==> src/rtl/bcd_display_scanner_if.sv <==
// Bus between the BCD counter chain / control logic and the display scanner.
// The master drives the digit data and control strobes; the slave (the
// scanner) drives the 7-segment pins, the digit enables and the status flag.
interface bcd_display_scanner_if #(
  parameter int NUM_DIGITS = 4
);
  logic [4*NUM_DIGITS-1:0] bcd_in_i;
  logic                    latch_i;
  logic                    blank_lz_i;
  logic                    ovf_i;
  logic                    clr_ovf_i;
  logic [6:0]              seg_o;
  logic                    dp_o;
  logic [NUM_DIGITS-1:0]   digit_en_o;
  logic                    bad_digit_o;

  modport master (
    output bcd_in_i, latch_i, blank_lz_i, ovf_i, clr_ovf_i,
    input  seg_o, dp_o, digit_en_o, bad_digit_o
  );

  modport slave (
    input  bcd_in_i, latch_i, blank_lz_i, ovf_i, clr_ovf_i,
    output seg_o, dp_o, digit_en_o, bad_digit_o
  );
endinterface

==> src/rtl/bcd_display_scanner.sv <==
// Multiplexed 7-segment scanner for a chain of cascaded BCD counters.
// A shadow copy of the digits is taken on latch; the scanner then walks the
// digits one at a time, SCAN_DIV cycles each, driving a shared segment bus
// with a one-hot digit enable. Leading zeros can be blanked, codes above 9
// are shown as a dash and flagged, and the overflow flag lights the decimal
// point of the most-significant digit. All pin outputs are registered.
module bcd_display_scanner #(
  parameter int NUM_DIGITS = 4,
  parameter int SCAN_DIV   = 1000,
  parameter bit ACTIVE_LOW = 1'b0
) (
  input  logic                  clk,
  input  logic                  rst_n,
  bcd_display_scanner_if.slave  bus
);

  localparam int PW = (SCAN_DIV   > 1) ? $clog2(SCAN_DIV)   : 1;
  localparam int IW = (NUM_DIGITS > 1) ? $clog2(NUM_DIGITS) : 1;
  localparam logic [PW-1:0] PRESC_LAST = PW'(SCAN_DIV - 1);
  localparam logic [IW-1:0] IDX_LAST   = IW'(NUM_DIGITS - 1);

  // Pin polarity masks: XOR with these turns logical levels into pin levels.
  localparam logic [6:0]            SEG_POL = {7{ACTIVE_LOW}};
  localparam logic                  DP_POL  = ACTIVE_LOW;
  localparam logic [NUM_DIGITS-1:0] EN_POL  = {NUM_DIGITS{ACTIVE_LOW}};

  // 7-segment pattern {g,f,e,d,c,b,a}; non-decimal codes show a dash.
  function automatic logic [6:0] seg_decode(input logic [3:0] d);
    logic [6:0] s;
    case (d)
      4'd0:    s = 7'h3F;
      4'd1:    s = 7'h06;
      4'd2:    s = 7'h5B;
      4'd3:    s = 7'h4F;
      4'd4:    s = 7'h66;
      4'd5:    s = 7'h6D;
      4'd6:    s = 7'h7D;
      4'd7:    s = 7'h07;
      4'd8:    s = 7'h7F;
      4'd9:    s = 7'h6F;
      default: s = 7'h40;
    endcase
    return s;
  endfunction

  // True when any nibble of the word holds a code above 9.
  function automatic logic any_illegal(input logic [4*NUM_DIGITS-1:0] v);
    logic hit;
    hit = 1'b0;
    for (int i = 0; i < NUM_DIGITS; i++) begin
      hit = hit | (v[4*i +: 4] > 4'd9);
    end
    return hit;
  endfunction

  logic [PW-1:0]           presc_q;
  logic [IW-1:0]           idx_q;
  logic [4*NUM_DIGITS-1:0] shadow_q;
  logic                    ovf_q;
  logic                    bad_q;
  logic [6:0]              seg_q, seg_d;
  logic                    dp_q, dp_d;
  logic [NUM_DIGITS-1:0]   en_q, en_d;
  logic [NUM_DIGITS-1:0]   lz_s;
  logic [3:0]              sel_digit_s;
  logic                    tick_s;

  assign tick_s = (presc_q == PRESC_LAST);

  // Prescaler and scan index: the index steps once every SCAN_DIV cycles.
  always_ff @(posedge clk or negedge rst_n) begin
    if (!rst_n) begin
      presc_q <= '0;
      idx_q   <= '0;
    end else begin
      if (tick_s) begin
        presc_q <= '0;
        idx_q   <= (idx_q == IDX_LAST) ? '0 : idx_q + IW'(1);
      end else begin
        presc_q <= presc_q + PW'(1);
      end
    end
  end

  // Shadow digits, sticky illegal-code flag and overflow flag (set beats clear).
  always_ff @(posedge clk or negedge rst_n) begin
    if (!rst_n) begin
      shadow_q <= '0;
      bad_q    <= 1'b0;
      ovf_q    <= 1'b0;
    end else begin
      if (bus.latch_i) begin
        shadow_q <= bus.bcd_in_i;
        bad_q    <= bad_q | any_illegal(bus.bcd_in_i);
      end
      if (bus.ovf_i) begin
        ovf_q <= 1'b1;
      end else if (bus.clr_ovf_i) begin
        ovf_q <= 1'b0;
      end
    end
  end

  // Leading-zero mask: bit i set when digit i and every higher digit are zero.
  always_comb begin
    logic zero_run;
    zero_run = 1'b1;
    lz_s     = '0;
    for (int i = NUM_DIGITS - 1; i >= 0; i--) begin
      zero_run = zero_run & (shadow_q[4*i +: 4] == 4'd0);
      lz_s[i]  = zero_run;
    end
  end

  // Next pin values for the digit currently selected by the scan index.
  always_comb begin
    sel_digit_s = shadow_q[{idx_q, 2'b00} +: 4];
    if (bus.blank_lz_i && (idx_q != '0) && lz_s[idx_q]) begin
      seg_d = 7'h00 ^ SEG_POL;
    end else begin
      seg_d = seg_decode(sel_digit_s) ^ SEG_POL;
    end
    dp_d = (ovf_q && (idx_q == IDX_LAST)) ^ DP_POL;
    en_d = (NUM_DIGITS'(1) << idx_q) ^ EN_POL;
  end

  // Output registers; reset leaves every pin at its inactive level.
  always_ff @(posedge clk or negedge rst_n) begin
    if (!rst_n) begin
      seg_q <= SEG_POL;
      dp_q  <= DP_POL;
      en_q  <= EN_POL;
    end else begin
      seg_q <= seg_d;
      dp_q  <= dp_d;
      en_q  <= en_d;
    end
  end

  assign bus.seg_o       = seg_q;
  assign bus.dp_o        = dp_q;
  assign bus.digit_en_o  = en_q;
  assign bus.bad_digit_o = bad_q;

endmodule
==> src/flat_wrapper.sv <==
// flat-port wrapper written by rule: the top's interface ports become plain ports
module bcd_display_scanner_flat 
#(
  parameter int NUM_DIGITS = 4,
  parameter int SCAN_DIV   = 1000,
  parameter bit ACTIVE_LOW = 1'b0
)
  (clk, rst_n, bus_bcd_in_i, bus_latch_i, bus_blank_lz_i, bus_ovf_i, bus_clr_ovf_i, bus_seg_o, bus_dp_o, bus_digit_en_o, bus_bad_digit_o);
  bcd_display_scanner_if #(.NUM_DIGITS(NUM_DIGITS)) bus_i ();
  input  logic clk;
  input  logic rst_n;
  input wire logic [$bits(bus_i.bcd_in_i)-1:0] bus_bcd_in_i;
  input wire logic [$bits(bus_i.latch_i)-1:0] bus_latch_i;
  input wire logic [$bits(bus_i.blank_lz_i)-1:0] bus_blank_lz_i;
  input wire logic [$bits(bus_i.ovf_i)-1:0] bus_ovf_i;
  input wire logic [$bits(bus_i.clr_ovf_i)-1:0] bus_clr_ovf_i;
  output wire logic [$bits(bus_i.seg_o)-1:0] bus_seg_o;
  output wire logic [$bits(bus_i.dp_o)-1:0] bus_dp_o;
  output wire logic [$bits(bus_i.digit_en_o)-1:0] bus_digit_en_o;
  output wire logic [$bits(bus_i.bad_digit_o)-1:0] bus_bad_digit_o;
  assign bus_i.bcd_in_i = bus_bcd_in_i;
  assign bus_i.latch_i = bus_latch_i;
  assign bus_i.blank_lz_i = bus_blank_lz_i;
  assign bus_i.ovf_i = bus_ovf_i;
  assign bus_i.clr_ovf_i = bus_clr_ovf_i;
  assign bus_seg_o = bus_i.seg_o;
  assign bus_dp_o = bus_i.dp_o;
  assign bus_digit_en_o = bus_i.digit_en_o;
  assign bus_bad_digit_o = bus_i.bad_digit_o;
  bcd_display_scanner #(.NUM_DIGITS(NUM_DIGITS), .SCAN_DIV(SCAN_DIV), .ACTIVE_LOW(ACTIVE_LOW)) u_core (.clk(clk), .rst_n(rst_n), .bus(bus_i));
endmodule
==> config.mk <==
export PLATFORM = sky130hd
export DESIGN_NAME = bcd_display_scanner_flat
export DESIGN_NICKNAME = d
export VERILOG_FILES = /design/src/rtl/bcd_display_scanner_if.sv /design/src/rtl/bcd_display_scanner.sv /design/src/flat_wrapper.sv
export SDC_FILE = /design/constraint.sdc
export NUM_CORES = 1
export LEC_CHECK = 0
export BUFFER_PORTS_ARGS = -buffer_cell sky130_fd_sc_hd__buf_2
export CAP_MARGIN = 30
export CORE_ASPECT_RATIO = 2
export CORE_UTILIZATION = 29
export CTS_CLUSTER_DIAMETER = 40
export DETAILED_ROUTE_END_ITERATION = 16
export GPL_TIMING_DRIVEN = 0
export HOLD_SLACK_MARGIN = 0.03
export PLACE_DENSITY = 0.57
export SETUP_SLACK_MARGIN = 0.15
export SYNTH_ARGS = -nofsm -noshare
export SYNTH_HDL_FRONTEND = slang
export SYNTH_SLANG_ARGS = --single-unit
==> constraint.sdc <==
create_clock -name clk -period 2.6 [get_ports clk]
set_input_delay 0.52 -clock clk [delete_from_list [all_inputs] [get_ports clk]]
set_output_delay 0.52 -clock clk [all_outputs]
set_load 0.03 [all_outputs]
==> results.cfg <==
[detailed_routing]
drtAntennaViolNets = 0
wl_um = 3632
drc = 1
drtIter0Drc = 22
drt_first_pass_iters = 9
viasPerCell = 4.408
routedWlPerCell_um = 12.57
num_vias = 1274

[timing]
finalSetupViolCount = 0
tightestPinTransition_ns = 0.5862
fmax_mhz = 515.2
setup_tns_ns = 0
period_share_pct = 74.65
slew_headroom_pct = 60.92
period_needed_ns = 1.941
slew_viol_final = 0
rsz0062_at_grt = no
finClkSkew_ns = 0.002027
hold_viol = 0

[setup_path]
cp.required_ns = 2.81
critPathKind = flip-flop to flip-flop
crit_chain = buf_6, mux4_1, inv_1, ha_1, nor2_1, a211o_1, a21oi_1
critPathLaunchType = flip-flop
slowest_stage = mux4_1
max_stage_delay_ns = 0.61
critPathMaxFanout = 6
crit_buf_inv = 2
path_delay_family = multiplexers
end_kind = flip-flop
arrival_ns = 2.15

[logic_synthesis]
syn_area_mm2 = 0.001951
ys_seq_area_share_pct = 53.88
yosysWarnings = 0
synthCells = 159
ys.flop_type = dfrtp_1
synth_fp_nets = 191
synth_edf_count = 0
syn_area_per_cell_um2 = 12.27
yosys.area.top_type = dfrtp_1
ys_seq_elements = 42
yosysTopAreaCellShare_pct = 53.88
async_reset_ff_share_pct = 100.0
synth.most_common_cell = dfrtp_1
ys_types = 35
synth_commonest_cells = dfrtp_1, mux2_2, nor2_1
ys_top_cells_by_area = dfrtp_1, mux2_2, ha_1

[placed_design]
gp_congestion = 0.7606
dp_hpwl_um = 2752
io_buffers = 33

[power]
ir_drop_v = 0.0002717
p_leak_nw = 1.072
power_mw = 1.534
power_density_mw_per_mm2 = 641.1

[outcome]
status = finished with violations
violations = design-rule violations

[clock_tree]
cts-root-buf = clkbuf_16
clkTransAtPathRegs_ns = 0.06
post-cts-setup-buffers = 0
cts_resized = 0
max-clock-path-buffers = 2
cts-hold-fix-buffers = 0
clkLatencyLatePin_ns = 0.28
cts_sinks = 42
numCtsBuffers = 5
h-tree-depth = 2
cts_tree = built

[grt]
grt_pass1_wl_um = 6078
grt_usage_pct = 11.73
grt_pass1_vias = 1277
grt_max_degree = 43
antenna_found_initial = 0
grt_overflow_total = 0

[floorplanning]
die_x_um = 59.99
core-area_mm2 = 0.006569
ios = 35
std_cell_rows = 42
die_area_mm2 = 0.007078
start_util_pct = 29.70
die_y_um = 118.0

[final_layout]
layout.nets = 232
area_growth_pct = 22.71
antenna_cells = 0
drive_gt1_share_pct = 31.84
fin_util_pct = 36.44

[hold_path]
hold_path_class = input port to async pin

[job]
max-cap-violations = 0
==> worst register-to-register path, delay by kind of cell (launching register included) <==
kind | cells | cell delay [ns]
multiplexers | 1 | 0.61
flip-flops | 1 | 0.39
AO/OA/AOI/OAI | 2 | 0.37
buffers and inverters | 2 | 0.28
adder cells (fa/ha/maj) | 1 | 0.17
AND/OR/NAND/NOR | 1 | 0.05
==> per-stage QoR <==
| step | setup WS [ns] | hold WS (ns) | cell area, um2 | instances |
|---|---|---|---|---|
| after global routing | 0.5308 | 0.1179 | 2394 | 289 |
| after floorplan | 0.7723 | 0.2244 | 1951 | 159 |
| after CTS | 0.6248 | 0.4170 | 2374 | 288 |
| final | 0.6591 | 0.09769 | 2394 | 289 |
| after detailed placement | 0.6223 | 0.4564 | 2226 | 280 |
| after global placement | 0.6452 | 0.4473 | 2226 | 280 |
==> final timing paths <==
kind	start	endpoint	slack, ns	cells past startpoint
max	u_core.idx_q[0]	u_core.bus.seg_o[5]	0.66	7
min	rst_n	u_core.bus.seg_o[2]	0.1	1
max reg2reg	u_core.idx_q[0]	u_core.bus.seg_o[5]	0.66	7
min reg2reg	u_core.presc_q[0]	u_core.presc_q[0]	0.46	1
max in group asynchronous	rst_n	u_core.presc_q[2]	2.06	2
min in group clk	bus_ovf_i	u_core.ovf_q	0.42	2
==> sequential cells by signal (all words and copies together), names as in the netlist <==
name / cells
u_core.shadow_q: 16
u_core.presc_q: 10
u_core.bus.seg_o: 7
u_core.bus.digit_en_o: 4
u_core.idx_q: 2
u_core.bus.bad_digit_o: 1
u_core.bus.dp_o: 1
u_core.ovf_q: 1
==> metal layers <==
layer | vias up | global-route usage, % | wire length (um)
met1 | 601 | 12.90 | 1408
met3 | 3 | 2.637 | 114
li1 | 641 | - | -
met2 | 29 | 20.00 | 2088
met5 | - | 0 | 0
met4 | 0 | 6.105 | 21
==> cell usage in the layout, fill, tap and decap left out, types with 2 or more instances in the layout <==
master and instances:
inv_1 5, buf_2 33, nand4_1 2, dfrtp_1 42
nor2_1 14, nor3_1 4, ha_1 10, and2_1 2
buf_6 2, nand3_1 3, clkbuf_16 5, or3_1 2
a21oi_1 6, a21o_1 3, xor2_1 2, nor2b_1 2
mux4_2 3, nand2_1 7, o21ai_1 2, xnor2_1 3
mux2i_1 2, o21ai_0 8, clkbuf_1 3, nor4_1 4
a211oi_2 2, mux2_2 16
==> final cells by class <==
| class | count | area, um2 |
|---|---|---|
| Fill cell | 661 | 4175 |
| Sequential cell | 42 | 1051 |
| Multi-Input combinational cell | 106 | 843.3 |
| Timing Repair Buffer | 34 | 185.2 |
| Clock buffer | 7 | 142.6 |
| Tap cell | 88 | 110.1 |
| Buffer | 5 | 33.78 |
| Inverter | 6 | 22.52 |
| Clock inverter | 1 | 5.005 |
==> logic make-up (layout without fill, tap and decap cells) <==
kind of cell    Yosys count  in the layout  synth area share, %
flops                    42             42                53.88
xor+xnor                  5              5                2.245
simple gates             44             44                11.29
compound gates           25             25                8.211
mux                      22             22                15.07
buf+inv                  11             53                2.886
fa+ha+maj                10             10                6.414
==> power breakdown <==
group	internal [mW]	switching [mW]
registers	0.697	0.0267
logic	0.0851	0.113
clock network	0.380	0.232
Power figures use the tool's default switching activity.
